`src/rtl/hazard_control_pkg.sv`:
```
// Shared types and defaults for the pipeline hazard controller.
package hazard_control_pkg;

   typedef enum logic [1:0] {
      RUN      = 2'd0,
      FLUSH    = 2'd1,
      MEM_WAIT = 2'd2
   } hcu_state_e;

   localparam int unsigned DEF_FLUSH_CYCLES       = 2;
   localparam int unsigned DEF_MEM_TIMEOUT_CYCLES = 255;
   localparam int unsigned DEF_COUNTER_WIDTH      = 32;

   // Bits needed to hold values 0..max_val, never less than one.
   function automatic int unsigned cnt_width(input int unsigned max_val);
      return (max_val < 2) ? 1 : $clog2(max_val + 1);
   endfunction

endpackage

```
`src/rtl/hazard_control_unit_if.sv`:
```
// Pipeline-side hazard inputs and the stall/clear/perf outputs of the controller.
interface hazard_control_unit_if #(
   parameter int unsigned COUNTER_WIDTH = hazard_control_pkg::DEF_COUNTER_WIDTH
);
   logic [4:0]               RS1_ADDRESS;
   logic [4:0]               RS2_ADDRESS;
   logic [4:0]               RD_ADDRESS_EX;
   logic                     RD_WRITE_ENABLE_EX;
   logic [2:0]               DATA_CACHE_READ_EX;
   logic                     BRANCH_TAKEN;
   logic                     MEMORY_ACCESS;
   logic                     DATA_CACHE_READY;
   logic                     INSTRUCTION_CACHE_READY;

   logic                     STALL_PROGRAM_COUNTER;
   logic                     STALL_DECODING_STAGE;
   logic                     CLEAR_DECODING_STAGE;
   logic                     STALL_EXECUTION_STAGE;
   logic                     CLEAR_EXECUTION_STAGE;
   logic                     STALL_MEMORY_STAGE;
   logic                     CLEAR_WRITE_BACK_STAGE;
   logic [COUNTER_WIDTH-1:0] STALL_CYCLE_COUNT;
   logic [COUNTER_WIDTH-1:0] FLUSH_COUNT;
   logic                     MEM_TIMEOUT;

   modport slave (
      input  RS1_ADDRESS, RS2_ADDRESS, RD_ADDRESS_EX, RD_WRITE_ENABLE_EX,
             DATA_CACHE_READ_EX, BRANCH_TAKEN, MEMORY_ACCESS, DATA_CACHE_READY,
             INSTRUCTION_CACHE_READY,
      output STALL_PROGRAM_COUNTER, STALL_DECODING_STAGE, CLEAR_DECODING_STAGE,
             STALL_EXECUTION_STAGE, CLEAR_EXECUTION_STAGE, STALL_MEMORY_STAGE,
             CLEAR_WRITE_BACK_STAGE, STALL_CYCLE_COUNT, FLUSH_COUNT, MEM_TIMEOUT
   );

   modport master (
      output RS1_ADDRESS, RS2_ADDRESS, RD_ADDRESS_EX, RD_WRITE_ENABLE_EX,
             DATA_CACHE_READ_EX, BRANCH_TAKEN, MEMORY_ACCESS, DATA_CACHE_READY,
             INSTRUCTION_CACHE_READY,
      input  STALL_PROGRAM_COUNTER, STALL_DECODING_STAGE, CLEAR_DECODING_STAGE,
             STALL_EXECUTION_STAGE, CLEAR_EXECUTION_STAGE, STALL_MEMORY_STAGE,
             CLEAR_WRITE_BACK_STAGE, STALL_CYCLE_COUNT, FLUSH_COUNT, MEM_TIMEOUT
   );

endinterface

```
`src/rtl/saturating_event_counter.sv`:
```
// Event counter that sticks at all-ones; clear takes precedence over increment.
module saturating_event_counter #(
   parameter int unsigned WIDTH = 8
) (
   input  logic             clk,
   input  logic             rst_n,
   input  logic             i_inc,
   input  logic             i_clr,
   output logic [WIDTH-1:0] o_count
);

   logic [WIDTH-1:0] r_count;

   always_ff @(posedge clk or negedge rst_n) begin
      if (!rst_n) begin
         r_count <= '0;
      end else if (i_clr) begin
         r_count <= '0;
      end else if (i_inc && (r_count != '1)) begin
         r_count <= r_count + WIDTH'(1);
      end
   end

   assign o_count = r_count;

endmodule

```
`src/rtl/hazard_control_unit.sv`:
```
// Stall/clear sequencing for the 5-stage pipeline: load-use, branch flush,
// data-cache freeze and icache miss, plus perf counters and a timeout flag.
//
//   state    | meaning
//   ---------+-----------------------------------------------------------
//   RUN      | normal issue; load-use and icache-miss checks active
//   FLUSH    | clearing decode for the remaining post-branch bubbles
//   MEM_WAIT | pipeline frozen on a data-cache miss; r_ret_flush = resume
module hazard_control_unit
   import hazard_control_pkg::*;
#(
   parameter int unsigned FLUSH_CYCLES       = DEF_FLUSH_CYCLES,
   parameter int unsigned MEM_TIMEOUT_CYCLES = DEF_MEM_TIMEOUT_CYCLES,
   parameter int unsigned COUNTER_WIDTH      = DEF_COUNTER_WIDTH
) (
   input  logic           CLK,
   input  logic           RST_N,
   hazard_control_unit_if.slave hif
);

   localparam int unsigned FCW = cnt_width(FLUSH_CYCLES);
   localparam int unsigned WCW = cnt_width(MEM_TIMEOUT_CYCLES);

   hcu_state_e         r_state, w_state_nxt;
   logic               r_ret_flush, w_ret_flush_nxt;
   logic [FCW-1:0]     r_flush_cnt, w_flush_cnt_nxt;
   logic               r_mem_timeout;
   logic [WCW-1:0]     w_wait_cnt;
   logic [COUNTER_WIDTH-1:0] w_stall_cnt;
   logic [COUNTER_WIDTH-1:0] w_flush_evt_cnt;

   logic w_freeze, w_load_use, w_eff_flush, w_flush_evt;
   logic w_stall_pc, w_stall_dec, w_clear_dec, w_stall_ex, w_clear_ex;
   logic w_stall_mem, w_clear_wb;

   assign w_freeze   = hif.MEMORY_ACCESS & ~hif.DATA_CACHE_READY;
   assign w_load_use = (hif.DATA_CACHE_READ_EX != 3'd0) & hif.RD_WRITE_ENABLE_EX &
                       (hif.RD_ADDRESS_EX != 5'd0) &
                       ((hif.RD_ADDRESS_EX == hif.RS1_ADDRESS) |
                        (hif.RD_ADDRESS_EX == hif.RS2_ADDRESS));
   // Leaving MEM_WAIT behaves exactly like the state that was frozen.
   assign w_eff_flush = (r_state == FLUSH) | ((r_state == MEM_WAIT) & r_ret_flush);

   always_ff @(posedge CLK or negedge RST_N) begin
      if (!RST_N) begin
         r_state     <= RUN;
         r_ret_flush <= 1'b0;
         r_flush_cnt <= '0;
      end else begin
         r_state     <= w_state_nxt;
         r_ret_flush <= w_ret_flush_nxt;
         r_flush_cnt <= w_flush_cnt_nxt;
      end
   end

   always_comb begin
      w_state_nxt     = r_state;
      w_ret_flush_nxt = r_ret_flush;
      w_flush_cnt_nxt = r_flush_cnt;
      w_flush_evt     = 1'b0;
      w_stall_pc      = 1'b0;
      w_stall_dec     = 1'b0;
      w_clear_dec     = 1'b0;
      w_stall_ex      = 1'b0;
      w_clear_ex      = 1'b0;
      w_stall_mem     = 1'b0;
      w_clear_wb      = 1'b0;

      if (w_freeze) begin
         w_stall_pc  = 1'b1;
         w_stall_dec = 1'b1;
         w_stall_ex  = 1'b1;
         w_stall_mem = 1'b1;
         w_clear_wb  = 1'b1;
         w_state_nxt = MEM_WAIT;
         if (r_state != MEM_WAIT) begin
            w_ret_flush_nxt = (r_state == FLUSH);
         end
      end else if (hif.BRANCH_TAKEN) begin
         w_clear_dec     = 1'b1;
         w_clear_ex      = 1'b1;
         w_flush_evt     = 1'b1;
         w_flush_cnt_nxt = FCW'(FLUSH_CYCLES - 1);
         w_state_nxt     = (FLUSH_CYCLES > 1) ? FLUSH : RUN;
      end else if (w_eff_flush) begin
         w_clear_dec     = 1'b1;
         w_flush_cnt_nxt = r_flush_cnt - FCW'(1);
         w_state_nxt     = (r_flush_cnt <= FCW'(1)) ? RUN : FLUSH;
      end else begin
         w_state_nxt = RUN;
         if (w_load_use) begin
            w_stall_pc  = 1'b1;
            w_stall_dec = 1'b1;
            w_clear_ex  = 1'b1;
         end else if (!hif.INSTRUCTION_CACHE_READY) begin
            w_stall_pc  = 1'b1;
            w_clear_dec = 1'b1;
         end
      end

      // Held in reset the pipeline is drained: nothing stalls, everything clears.
      if (!RST_N) begin
         w_stall_pc  = 1'b0;
         w_stall_dec = 1'b0;
         w_stall_ex  = 1'b0;
         w_stall_mem = 1'b0;
         w_clear_dec = 1'b1;
         w_clear_ex  = 1'b1;
         w_clear_wb  = 1'b1;
      end
   end

   saturating_event_counter #(.WIDTH(COUNTER_WIDTH)) u_stall_cnt (
      .clk     (CLK),
      .rst_n   (RST_N),
      .i_inc   (w_stall_pc),
      .i_clr   (1'b0),
      .o_count (w_stall_cnt)
   );

   saturating_event_counter #(.WIDTH(COUNTER_WIDTH)) u_flush_cnt (
      .clk     (CLK),
      .rst_n   (RST_N),
      .i_inc   (w_flush_evt),
      .i_clr   (1'b0),
      .o_count (w_flush_evt_cnt)
   );

   saturating_event_counter #(.WIDTH(WCW)) u_wait_cnt (
      .clk     (CLK),
      .rst_n   (RST_N),
      .i_inc   (w_freeze),
      .i_clr   (~w_freeze),
      .o_count (w_wait_cnt)
   );

   // Set on the same edge the wait counter reaches the limit.
   always_ff @(posedge CLK or negedge RST_N) begin
      if (!RST_N) begin
         r_mem_timeout <= 1'b0;
      end else if (w_freeze && (w_wait_cnt >= WCW'(MEM_TIMEOUT_CYCLES - 1))) begin
         r_mem_timeout <= 1'b1;
      end
   end

   assign hif.STALL_PROGRAM_COUNTER  = w_stall_pc;
   assign hif.STALL_DECODING_STAGE   = w_stall_dec;
   assign hif.CLEAR_DECODING_STAGE   = w_clear_dec;
   assign hif.STALL_EXECUTION_STAGE  = w_stall_ex;
   assign hif.CLEAR_EXECUTION_STAGE  = w_clear_ex;
   assign hif.STALL_MEMORY_STAGE     = w_stall_mem;
   assign hif.CLEAR_WRITE_BACK_STAGE = w_clear_wb;
   assign hif.STALL_CYCLE_COUNT      = w_stall_cnt;
   assign hif.FLUSH_COUNT            = w_flush_evt_cnt;
   assign hif.MEM_TIMEOUT            = r_mem_timeout;

endmodule
```
`src/flat_wrapper.sv`:
```
// flat-port wrapper written by rule: the top's interface ports become plain ports
module hazard_control_unit_flat import hazard_control_pkg::*;
#(
   parameter int unsigned FLUSH_CYCLES       = DEF_FLUSH_CYCLES,
   parameter int unsigned MEM_TIMEOUT_CYCLES = DEF_MEM_TIMEOUT_CYCLES,
   parameter int unsigned COUNTER_WIDTH      = DEF_COUNTER_WIDTH
)
  (CLK, RST_N, hif_RS1_ADDRESS, hif_RS2_ADDRESS, hif_RD_ADDRESS_EX, hif_RD_WRITE_ENABLE_EX, hif_DATA_CACHE_READ_EX, hif_BRANCH_TAKEN, hif_MEMORY_ACCESS, hif_DATA_CACHE_READY, hif_INSTRUCTION_CACHE_READY, hif_STALL_PROGRAM_COUNTER, hif_STALL_DECODING_STAGE, hif_CLEAR_DECODING_STAGE, hif_STALL_EXECUTION_STAGE, hif_CLEAR_EXECUTION_STAGE, hif_STALL_MEMORY_STAGE, hif_CLEAR_WRITE_BACK_STAGE, hif_STALL_CYCLE_COUNT, hif_FLUSH_COUNT, hif_MEM_TIMEOUT);
  hazard_control_unit_if #(.COUNTER_WIDTH(COUNTER_WIDTH)) hif_i ();
  input  logic CLK;
  input  logic RST_N;
  input wire logic [$bits(hif_i.RS1_ADDRESS)-1:0] hif_RS1_ADDRESS;
  input wire logic [$bits(hif_i.RS2_ADDRESS)-1:0] hif_RS2_ADDRESS;
  input wire logic [$bits(hif_i.RD_ADDRESS_EX)-1:0] hif_RD_ADDRESS_EX;
  input wire logic [$bits(hif_i.RD_WRITE_ENABLE_EX)-1:0] hif_RD_WRITE_ENABLE_EX;
  input wire logic [$bits(hif_i.DATA_CACHE_READ_EX)-1:0] hif_DATA_CACHE_READ_EX;
  input wire logic [$bits(hif_i.BRANCH_TAKEN)-1:0] hif_BRANCH_TAKEN;
  input wire logic [$bits(hif_i.MEMORY_ACCESS)-1:0] hif_MEMORY_ACCESS;
  input wire logic [$bits(hif_i.DATA_CACHE_READY)-1:0] hif_DATA_CACHE_READY;
  input wire logic [$bits(hif_i.INSTRUCTION_CACHE_READY)-1:0] hif_INSTRUCTION_CACHE_READY;
  output wire logic [$bits(hif_i.STALL_PROGRAM_COUNTER)-1:0] hif_STALL_PROGRAM_COUNTER;
  output wire logic [$bits(hif_i.STALL_DECODING_STAGE)-1:0] hif_STALL_DECODING_STAGE;
  output wire logic [$bits(hif_i.CLEAR_DECODING_STAGE)-1:0] hif_CLEAR_DECODING_STAGE;
  output wire logic [$bits(hif_i.STALL_EXECUTION_STAGE)-1:0] hif_STALL_EXECUTION_STAGE;
  output wire logic [$bits(hif_i.CLEAR_EXECUTION_STAGE)-1:0] hif_CLEAR_EXECUTION_STAGE;
  output wire logic [$bits(hif_i.STALL_MEMORY_STAGE)-1:0] hif_STALL_MEMORY_STAGE;
  output wire logic [$bits(hif_i.CLEAR_WRITE_BACK_STAGE)-1:0] hif_CLEAR_WRITE_BACK_STAGE;
  output wire logic [$bits(hif_i.STALL_CYCLE_COUNT)-1:0] hif_STALL_CYCLE_COUNT;
  output wire logic [$bits(hif_i.FLUSH_COUNT)-1:0] hif_FLUSH_COUNT;
  output wire logic [$bits(hif_i.MEM_TIMEOUT)-1:0] hif_MEM_TIMEOUT;
  assign hif_i.RS1_ADDRESS = hif_RS1_ADDRESS;
  assign hif_i.RS2_ADDRESS = hif_RS2_ADDRESS;
  assign hif_i.RD_ADDRESS_EX = hif_RD_ADDRESS_EX;
  assign hif_i.RD_WRITE_ENABLE_EX = hif_RD_WRITE_ENABLE_EX;
  assign hif_i.DATA_CACHE_READ_EX = hif_DATA_CACHE_READ_EX;
  assign hif_i.BRANCH_TAKEN = hif_BRANCH_TAKEN;
  assign hif_i.MEMORY_ACCESS = hif_MEMORY_ACCESS;
  assign hif_i.DATA_CACHE_READY = hif_DATA_CACHE_READY;
  assign hif_i.INSTRUCTION_CACHE_READY = hif_INSTRUCTION_CACHE_READY;
  assign hif_STALL_PROGRAM_COUNTER = hif_i.STALL_PROGRAM_COUNTER;
  assign hif_STALL_DECODING_STAGE = hif_i.STALL_DECODING_STAGE;
  assign hif_CLEAR_DECODING_STAGE = hif_i.CLEAR_DECODING_STAGE;
  assign hif_STALL_EXECUTION_STAGE = hif_i.STALL_EXECUTION_STAGE;
  assign hif_CLEAR_EXECUTION_STAGE = hif_i.CLEAR_EXECUTION_STAGE;
  assign hif_STALL_MEMORY_STAGE = hif_i.STALL_MEMORY_STAGE;
  assign hif_CLEAR_WRITE_BACK_STAGE = hif_i.CLEAR_WRITE_BACK_STAGE;
  assign hif_STALL_CYCLE_COUNT = hif_i.STALL_CYCLE_COUNT;
  assign hif_FLUSH_COUNT = hif_i.FLUSH_COUNT;
  assign hif_MEM_TIMEOUT = hif_i.MEM_TIMEOUT;
  hazard_control_unit #(.FLUSH_CYCLES(FLUSH_CYCLES), .MEM_TIMEOUT_CYCLES(MEM_TIMEOUT_CYCLES), .COUNTER_WIDTH(COUNTER_WIDTH)) u_core (.CLK(CLK), .RST_N(RST_N), .hif(hif_i));
endmodule
```
`config.mk`:
```
export PLATFORM = sky130hd
export DESIGN_NAME = hazard_control_unit_flat
export DESIGN_NICKNAME = d
export VERILOG_FILES = /design/src/rtl/hazard_control_pkg.sv /design/src/rtl/hazard_control_unit_if.sv /design/src/rtl/saturating_event_counter.sv /design/src/rtl/hazard_control_unit.sv /design/src/flat_wrapper.sv
export SDC_FILE = /design/constraint.sdc
export NUM_CORES = 1
export LEC_CHECK = 0
export BUFFER_PORTS_ARGS = -buffer_cell sky130_fd_sc_hd__buf_2
export CORE_MARGIN = 4
export CORE_UTILIZATION = 59
export CTS_BUF_LIST = sky130_fd_sc_hd__clkbuf_8
export CTS_CLUSTER_SIZE = 28
export DETAILED_ROUTE_END_ITERATION = 12
export PLACE_DENSITY = 0.85
export SLEW_MARGIN = 20
export SYNTH_ARGS = -nofsm -noshare
export SYNTH_HDL_FRONTEND = slang
export SYNTH_HIERARCHICAL = 1
export SYNTH_SLANG_ARGS = --single-unit
```
`constraint.sdc`:
```
create_clock -name CLK -period 7.7 [get_ports CLK]
set_input_delay 0.385 -clock CLK [delete_from_list [all_inputs] [get_ports CLK]]
set_output_delay 0.385 -clock CLK [all_outputs]
set_load 0.05 [all_outputs]
```
==> flow_summary.yaml, run 1 <==
synthesis:
  netlist_area_um2: 4690
  syn_inst: 509
  ys_seq_elements: 78
  synth.yosys.seq_area_share_pct: 41.6
  avgSynthCellArea_um2: 9.21
  yosysWarningCount: 6
  synthArstFlopShare_pct: 100
  synth_edf_count: 0
  ys_types: 59
  synth_top_flop_cell: "dfrtp_1"
placement:
  portBuffers: 96
  placed_cells_incl_taps: 697
  gp_congestion: 0.870
  hpwlAfterDp_um: 8220
  pre_cts_slack_ns: 4.19
worst_setup_path:
  cp-start-kind: "primary input"
  cp.arrival_ns: 3.95
  required_ns: 7.93
  worst-path-max-fanout: 63
  crit_type: "primary input to flop"
  r2r-start: "u_core/r_state[0]$_DFF_PN0_"
  r2r_slack_ns: 4.66
  end_kind: "flop"
  timing.rr.end: "u_core/u_stall_cnt/o_count[31]$_DFFE_PN0P_"
  reg2reg_depth: 9
die:
  rows: 32
  fp.coreArea_um2: 7730
  die_h_um: 97.2
  start_util_pct: 60.7
  die_area_um2: 9440
  die-width_um: 97.2
  ios: 97
worst_hold_path:
  min_to: "u_core/r_flush_cnt[1]$_DFFE_PN0P_"
  min_path_type: "primary input to flop"
  hold_depth: 2
  hp-start: "hif_BRANCH_TAKEN"
timing:
  hold_slack_ns: 0.290
  fin_setup_tns_ns: 0
  layout_setup_ws_ns: 3.98
  setup_viol: 0
  max_slew_margin_pct: 47.7
  hold_viol: 0
  fmax_mhz: 269
  slew_violations: 0
  period_share_pct: 48.3
  fin_crit_ns: 3.72
  clock_skew_ns: 0.0119
  rsz0062_at_grt: "no"
  max_slew.worst_pin.slew_ns: 0.778
route:
  firstDrtPassIters: 5
  ant_nets: 0
  vias: 4318
  viasPerCell: 6.05
  wl_um: 11600
  drtIter0Drc: 277
  drc: 0
  routedWlPerCell_um: 16.3
grt:
  grt_pass1_vias: 4137
  antenna_found_initial: 0
  grt_pass1_wl_um: 19600
  grt_usage_pct: 24.5
  grt_max_degree: 64
  gr-total-overflow: 0
final_layout:
  area_delta_synth_final_pct: 17.4
  diodes: 0
  layout-drive-gt1-share_pct: 24.8
  finalNetCount: 636
  layoutNonFillerInstCount: 714
power:
  leakagePower_nw: 2.53
  power_w: 0.000876
  cellPowerDensity_nw_per_um2: 159
  vdd_drop_max_mv: 0.0898
status:
  status: "finished, final reports clean"
cts:
  clock-sinks: 78
  cts_made_buffers: 9
  cts_tree: "built"
  clkLatencyLatePin_ns: 0.35
  cts_setup_buffers: 0
  clk_pin_slew_ns: 0.08
  htreeDepth: 3
  cts_hold_buf: 1
  root_buffer: "clkbuf_8"
  ctsResizeCount: 0
  clock_path_buffers: 2
job:
  maxCapViolCount: 0
[logic make-up (layout without fill, tap and decap cells)]
| family | count (synthesis) | in the layout | synth area share (%) |
|---|---|---|---|
| other | 1 | 8 | 0.0800 |
| AND/OR/NAND/NOR | 243 | 243 | 29.5 |
| buffers and inverters | 39 | 135 | 3.52 |
| adder cells (fa/ha/maj) | 4 | 4 | 1.07 |
| multiplexers | 17 | 17 | 4.16 |
| XOR/XNOR | 36 | 36 | 6.72 |
| AO/OA/AOI/OAI | 91 | 91 | 13.3 |
| flip-flops | 78 | 78 | 41.6 |
[cell type report]
cell class,instances,area (um^2)
inverters,21,78.8
fillers,574,2220
well taps,102,128
repair buffers,98,500
multi-input cells,399,2600
flip-flops and latches,78,1950
clock buffers,11,151
clock inverters,5,97.6
[per-layer routing]
layer  vias to the layer above  GRT usage (%)  part of all wire (%)
li1                       2016              -                     -
met1                      2077           31.9                    40
met2                       202           41.9                    51
met3                        23           3.52                   7.4
met4                         0           8.64                   1.7
met5                         -              0                     0
[critical path, stage by stage]
cell	delay [ns]
dlygate4sd3_1	0.52
buf_4	0.28
buf_4	0.69
nand2_1	0.21
o21ai_1	0.25
and3_1	0.32
nand4_1	0.12
a21o_1	0.36
nor4_1	0.42
mux2_2	0.38
[cell usage after synthesis (3+ instances only)]
| master | instances | area [um^2] |
|---|---|---|
| a211oi_1 | 11 | 82.6 |
| a21o_1 | 6 | 45.0 |
| a21oi_1 | 29 | 145 |
| a31o_2 | 4 | 35.0 |
| a31oi_1 | 4 | 25.0 |
| a41oi_1 | 3 | 26.3 |
| and2_1 | 7 | 43.8 |
| and3_1 | 15 | 93.8 |
| and4_1 | 3 | 26.3 |
| buf_2 | 6 | 30.0 |
| buf_4 | 3 | 22.5 |
| clkbuf_1 | 9 | 33.8 |
| dfrtp_1 | 78 | 1950 |
| ha_1 | 4 | 50.1 |
| inv_1 | 21 | 78.8 |
| mux2_2 | 12 | 135 |
| mux2i_1 | 3 | 30.0 |
| nand2_1 | 30 | 113 |
| nand2b_1 | 8 | 50.1 |
| nand3_1 | 28 | 140 |
| nand3_2 | 3 | 30.0 |
| nand4_1 | 14 | 87.6 |
| nor2_1 | 59 | 221 |
| nor2b_1 | 16 | 100 |
| nor3_1 | 13 | 65.1 |
| nor4_1 | 9 | 56.3 |
| nor4_2 | 4 | 50.1 |
| o21ai_0 | 11 | 55.1 |
| o31ai_1 | 7 | 52.6 |
| or3_1 | 11 | 68.8 |
| or4_1 | 6 | 45.0 |
| xnor2_1 | 30 | 263 |
| xor2_1 | 6 | 52.6 |
[layout by cell type, fill, tap and decap left out, types with 8 or more instances in the layout]
cell type / instances
o21ai_0: 11
nand2b_1: 8
nor4_1: 9
nand3_1: 28
nor2b_1: 16
or3_1: 11
a21oi_1: 29
nand4_1: 14
mux2_2: 12
conb_1: 8
nand2_1: 30
dfrtp_1: 78
buf_2: 95
nor3_1: 13
a211oi_1: 11
inv_1: 23
and3_1: 15
clkbuf_8: 11
xnor2_1: 30
nor2_1: 59
[flip-flops by register name (all words and copies together), names as in the netlist]
register / flops
u_core/r_ret_flush: 1
u_core/hif.MEM_TIMEOUT: 1
u_core/r_flush_cnt: 2
u_core/u_wait_cnt/o_count: 8
u_core/r_state: 2
u_core/u_stall_cnt/o_count: 32
u_core/u_flush_cnt/o_count: 32
[how the worst max path moves through the flow]
stage,from,to,slack [ns],cells after the start
2_1_floorplan,u_core/r_state[0]$_DFF_PN0_,u_core/u_stall_cnt/o_count[31]$_DFFE_PN0P_,4.43,10
3_3_place_gp,RST_N,u_core/u_stall_cnt/o_count[31]$_DFFE_PN0P_,4.33,9
3_5_place_dp,RST_N,u_core/u_stall_cnt/o_count[31]$_DFFE_PN0P_,4.19,9
4_1_cts,RST_N,u_core/u_stall_cnt/o_count[31]$_DFFE_PN0P_,3.97,10
5_1_grt,RST_N,u_core/u_stall_cnt/o_count[31]$_DFFE_PN0P_,3.66,10
6_report,RST_N,u_core/u_stall_cnt/o_count[31]$_DFFE_PN0P_,3.98,10
[through the flow]
| stage | util, % | area [um^2] |
|---|---|---|
| 2_1_floorplan | - | 4720 |
| 3_3_place_gp | 67.9 | 5250 |
| 3_5_place_dp | 67.9 | 5250 |
| 4_1_cts | 71.3 | 5510 |
| 5_1_grt | 71.3 | 5510 |
| 6_report | 71.3 | 5510 |
[power by group]
group          internal (W)  switching [W]  leakage (nW)  total [W]
sequential         0.000414     0.00000472          1.08   0.000419
combinational     0.0000242      0.0000522          1.32  0.0000764
clock              0.000231       0.000150         0.132   0.000381
Power figures use the tool's default switching activity.
==> run 2: changes to the inputs <==
- CORE_UTILIZATION: 59 -> 57
- PLACE_DENSITY: 0.85 -> 0.83
- clock period: 7.7 -> 3.8 ns (I/O delays scaled with it)
==> flow_summary.yaml, run 2 (same netlist as run 1, synthesis figures left out) <==
cts:
  clock-sinks: 78
  cts_setup_buffers: 0
  clkLatencyLatePin_ns: 0.35
  htreeDepth: 3
  cts_hold_buf: 0
  clock_path_buffers: 2
  root_buffer: "clkbuf_8"
  cts_made_buffers: 9
  clk_pin_slew_ns: 0.09
  cts_tree: "built"
  ctsResizeCount: 0
grt:
  grt_usage_pct: 23.5
  grt_max_degree: 81
  gr-total-overflow: 0
  grt_pass1_wl_um: 19100
  antenna_found_initial: 0
  grt_pass1_vias: 4130
worst_setup_path:
  required_ns: 4.03
  cp_num_buf_inv: 0
  cp_slowest_cell: "dfrtp_1"
  crit_family: "simple AND/OR/NAND/NOR gates"
  worst-path-max-fanout: 19
  cp.arrival_ns: 3.28
  r2r-start: "u_core/r_state[0]$_DFF_PN0_"
  slowest_delay_ns: 0.43
  cp-start-kind: "flop"
  worstSetupStartpoint: "u_core/r_state[0]$_DFF_PN0_"
  end_kind: "flop"
  crit_chain: "nand2b_2 -> o21ai_2 -> or3b_4 -> o21ai_1 -> and3_1 -> nand4_1 -> a21o_1 -> nor4_1 -> mux2_2"
  crit_type: "flop to flop"
die:
  die-width_um: 98.7
  die_area_um2: 9740
  rows: 32
  fp.coreArea_um2: 7850
  die_h_um: 98.7
  start_util_pct: 59.8
  ios: 97
timing:
  fmax_mhz: 329
  fin_crit_ns: 3.04
  slew_violations: 0
  hold_viol: 11
  fin_setup_tns_ns: 0
  rsz0062_at_grt: "no"
  hold_slack_ns: -0.00933
  period_share_pct: 80.1
  layout_setup_ws_ns: 0.756
  max_slew_margin_pct: 51.4
  max_slew.worst_pin.slew_ns: 0.723
  setup_viol: 0
  clock_skew_ns: 0.0119
status:
  violations: "negative hold slack"
  status: "complete, but fails checks"
final_layout:
  diodes: 0
  fin_util_pct: 69.8
  finalNetCount: 636
  final_cell_mix: "buf_2, dfrtp_1, nor2_1, nand2_1, xnor2_1"
  layout_commonest_cell: "buf_2"
  area_delta_synth_final_pct: 16.8
  layout-drive-gt1-share_pct: 25.3
route:
  drc: 0
  drtIter0Drc: 219
  viasPerCell: 5.91
  wl_um: 11300
  routedWlPerCell_um: 15.8
  ant_nets: 0
  firstDrtPassIters: 5
  vias: 4217
power:
  vdd_drop_max_mv: 0.260
  cellPowerDensity_nw_per_um2: 306
  leakagePower_nw: 2.51
placement:
  gp_congestion: 0.830
  pre_cts_slack_ns: 0.862
  hpwlAfterDp_um: 8120
  portBuffers: 96
job:
  maxCapViolCount: 0
worst_hold_path:
  min_path_type: "primary input to asynchronous set/reset pin"
## run 2: report_power, final
part | switching (W) | internal, W | total [W]
Sequential | 0.00000967 | 0.000838 | 0.000848
Clock | 0.000324 | 0.000347 | 0.000671
Combinational | 0.000106 | 0.0000492 | 0.000155
Total | 0.000440 | 0.00123 | 0.00167
## run 2: worst reg2reg max path, delay by kind of cell (launching register included)
kind               cells  cell delay, ns
muxes                  1            0.38
AOI/OAI and AO/OA      3            0.79
DFF                    1            0.43
and+or+nand+nor        5            1.33
## run 2: path summary, 6_finish.rpt
path                                                               to  slack [ns]  depth (start not counted)
min in group CLK                    u_core/r_flush_cnt[1]$_DFFE_PN0P_        0.07                          2
setup / recovery           u_core/u_stall_cnt/o_count[31]$_DFFE_PN0P_        0.76                          9
setup reg to reg           u_core/u_stall_cnt/o_count[31]$_DFFE_PN0P_        0.76                          9
hold / removal                      u_core/r_flush_cnt[0]$_DFFE_PN0P_      -0.009                          2
hold reg to reg                    u_core/hif.MEM_TIMEOUT$_DFFE_PN0P_        0.47                          1
max in group asynchronous   u_core/u_stall_cnt/o_count[0]$_DFFE_PN0P_        3.34                          2
## run 2: area by class of cell
class / instances / area, um^2
multi-input combinational: 399 / 2600
fill: 643 / 2370
sequential: 78 / 1950
timing repair buffer: 98 / 502
clock buffer: 11 / 151
tap: 102 / 128
inverter: 21 / 78.8
clock inverter: 5 / 65.1
## run 2: layer usage
layer	vias up	global-route usage, %	part of all wire (%)
met5	-	0	0
met3	16	3.18	4.1
li1	2029	-	-
met2	104	40.3	50
met4	0	7.77	1.4
met1	2068	30.8	44
## run 2: stage by stage
stage / instances / area [um^2] / power (W)
4_1_cts: 714 / 5470 / 0.00168
5_1_grt: 714 / 5480 / 0.00175
3_5_place_dp: 698 / 5260 / 0.00102
3_3_place_gp: 698 / 5260 / 0.00101
2_1_floorplan: 516 / 4720 / 0.000963
6_report: 714 / 5480 / 0.00167
==> run 3: changes to the inputs <==
- ABC_AREA: not set -> 1
- CORE_UTILIZATION: 57 -> 53
- PLACE_DENSITY: 0.83 -> 0.79
- clock period: 3.8 -> 2.54 ns (I/O delays scaled with it)
==> flow_summary.yaml, run 3 <==
status:
  status: "finished, final reports clean"
worst_hold_path:
  hold_depth: 3
  hp-start: "hif_MEMORY_ACCESS"
  min_path_type: "primary input to flop"
  min_to: "u_core/r_state[1]$_DFF_PN0_"
timing:
  setup_viol: 0
  max_slew.worst_pin.slew_ns: 0.745
  layout_setup_ws_ns: 0.359
  clock_skew_ns: 0.0159
  max_slew_margin_pct: 50.3
  fin_setup_tns_ns: 0
  hold_viol: 0
  rsz0062_at_grt: "no"
  period_share_pct: 85.9
  fin_crit_ns: 2.18
  slew_violations: 0
  fmax_mhz: 459
worst_setup_path:
  crit_type: "primary input to flop"
  end_kind: "flop"
  r2r-start: "u_core/u_flush_cnt/o_count[1]$_DFFE_PN0P_"
  timing.rr.end: "u_core/u_flush_cnt/o_count[30]$_DFFE_PN0P_"
  r2r_slack_ns: 0.40
  worst-path-max-fanout: 21
  reg2reg_depth: 11
  cp.arrival_ns: 2.43
  required_ns: 2.78
  worstSetupStartpoint: "hif_DATA_CACHE_READY"
  cp-start-kind: "primary input"
power:
  combPwrFrac_pct: 11.0
  net-switching-power_w: 0.000711
  cellPowerDensity_nw_per_um2: 412
  power.clock.fraction_pct: 41.1
  switching_share_pct: 26.8
  internal-power_w: 0.00194
  power_w: 0.00266
  leakagePower_nw: 3.31
  p_seq_share_pct: 47.9
  vdd_drop_max_mv: 0.299
cts:
  cts_setup_buffers: 0
  clkLatencyLatePin_ns: 0.36
  clock_path_buffers: 2
  clock-sinks: 78
  clk_pin_slew_ns: 0.08
  cts_made_buffers: 9
  cts_tree: "built"
  root_buffer: "clkbuf_8"
  htreeDepth: 3
route:
  vias: 5628
  routedWlPerCell_um: 12.6
  viasPerCell: 5.07
  ant_nets: 0
  firstDrtPassIters: 5
  drc: 0
  drtIter0Drc: 353
  wl_um: 14000
grt:
  grt_max_degree: 61
  antenna_found_initial: 0
  grt_pass1_vias: 5222
  grt_pass1_wl_um: 23900
  grt_usage_pct: 23.1
  gr-total-overflow: 0
synthesis:
  synthArstFlopShare_pct: 100
  synth_top_area_cell: "dfrtp_1"
  syn_inst: 862
  synth.yosys.seq_area_share_pct: 34.9
  synth_top_flop_cell: "dfrtp_1"
  synth_edf_count: 0
  yosysWarningCount: 6
  avgSynthCellArea_um2: 6.49
  synth_top_area_share_pct: 34.9
  synth_area_leaders: "dfrtp_1, nand2_1, nor2_1"
  yosysMostFrequentCell: "nand2_1"
  netlist_area_um2: 5590
  synth_common_cells: "nand2_1, nor2_1, nand3_1, inv_1, dfrtp_1"
  ys_types: 39
  ys_seq_elements: 78
die:
  ios: 97
  die_area_um2: 12300
  start_util_pct: 54.2
  die_h_um: 111
  rows: 37
  die-width_um: 111
  fp.coreArea_um2: 10300
final_layout:
  final_cell_area_um2: 6440
  area_delta_synth_final_pct: 15.1
  regArea_um2: 1950
  layout-drive-gt1-share_pct: 17.5
  final_cell_mix: "nand2_1, nor2_1, buf_2, nand3_1, inv_1"
  layout_commonest_cell: "nand2_1"
  diodes: 0
  finalNetCount: 997
  fillerInstances: 1010
  fin_util_pct: 62.4
  multi_input_area_um2: 3190
job:
  maxCapViolCount: 0
placement:
  gp_congestion: 0.928
  pre_cts_slack_ns: 0.453
  hpwlAfterDp_um: 10200
  portBuffers: 96
  dpl_cell_area_um2: 6190
## run 3: how the worst max path moves through the flow
stage                                                       to  slack [ns]  depth (start not counted)
floorplan           u_core/u_stall_cnt/o_count[13]$_DFFE_PN0P_        0.50                         12
global placement    u_core/u_flush_cnt/o_count[31]$_DFFE_PN0P_        0.52                         11
detailed placement  u_core/u_flush_cnt/o_count[18]$_DFFE_PN0P_        0.45                         11
CTS                                  hif_STALL_PROGRAM_COUNTER        0.39                         10
global route        u_core/u_stall_cnt/o_count[17]$_DFFE_PN0P_        0.18                         14
finish               u_core/u_stall_cnt/o_count[1]$_DFFE_PN0P_        0.36                         14
## run 3: final cells by class
class / instances / share of cell area (%)
Multi-Input combinational cell: 682 / 49.5
Clock buffer: 11 / 2.35
Tap cell: 136 / 2.64
Sequential cell: 78 / 30.3
Inverter: 94 / 5.59
Timing Repair Buffer: 103 / 8.39
Clock inverter: 5 / 1.26
## run 3: what timing repair did
| item | in CTS | in global routing |
|---|---|---|
| hold buffers | 2 | 0 |
| resized for setup | 0 | 0 |
| hold endpoints to repair | 20 | 0 |
## run 3: cells by family after synthesis
kind of cell / after synthesis / synth area share (%)
other: 1 / 0.0670
adders and majority gates: 4 / 0.895
and+or+nand+nor: 595 / 47.0
AOI/OAI and AO/OA: 53 / 5.26
xor gates and xnor gates: 20 / 3.13
buffers and inverters: 111 / 8.77
DFF: 78 / 34.9
## run 3: power groups by stage
stage          Sequential (W)  Combinational [W]  Clock [W]
5_1_grt               0.00128           0.000328    0.00117
3_5_place_dp          0.00130           0.000284          0
2_1_floorplan         0.00131           0.000195          0
6_report              0.00127           0.000292    0.00109
3_3_place_gp          0.00130           0.000280          0
4_1_cts               0.00127           0.000287    0.00111
## run 3: metal layers
metal | wire [um] | vias up | GRT usage [%]
met1 | 6500 | 2550 | 31.7
met5 | 0 | - | 0
met3 | 928 | 22 | 4.26
li1 | - | 2901 | -
met2 | 6350 | 155 | 36.7
met4 | 225 | 0 | 8.29
## run 3: critical path: stages
cell           delay (ns)
dlygate4sd3_1        0.52
buf_2                0.13
nor2_4               0.21
inv_4                0.13
nand2_4              0.11
nand2_4              0.06
nor2_4               0.09
nand2_1              0.06
inv_1                0.24
nand2_8              0.11
nand2_4              0.21
inv_2                0.23
nand2_1              0.11
nand2_1              0.05
## run 3: stage by stage
step / hold slack [ns] / std cells
5_1_grt: 0.0593 / 1109
6_report: 0.0690 / 1109
3_5_place_dp: 0.0333 / 1091
4_1_cts: 0.0486 / 1109
3_3_place_gp: 0.0306 / 1091
2_1_floorplan: -0.169 / 871
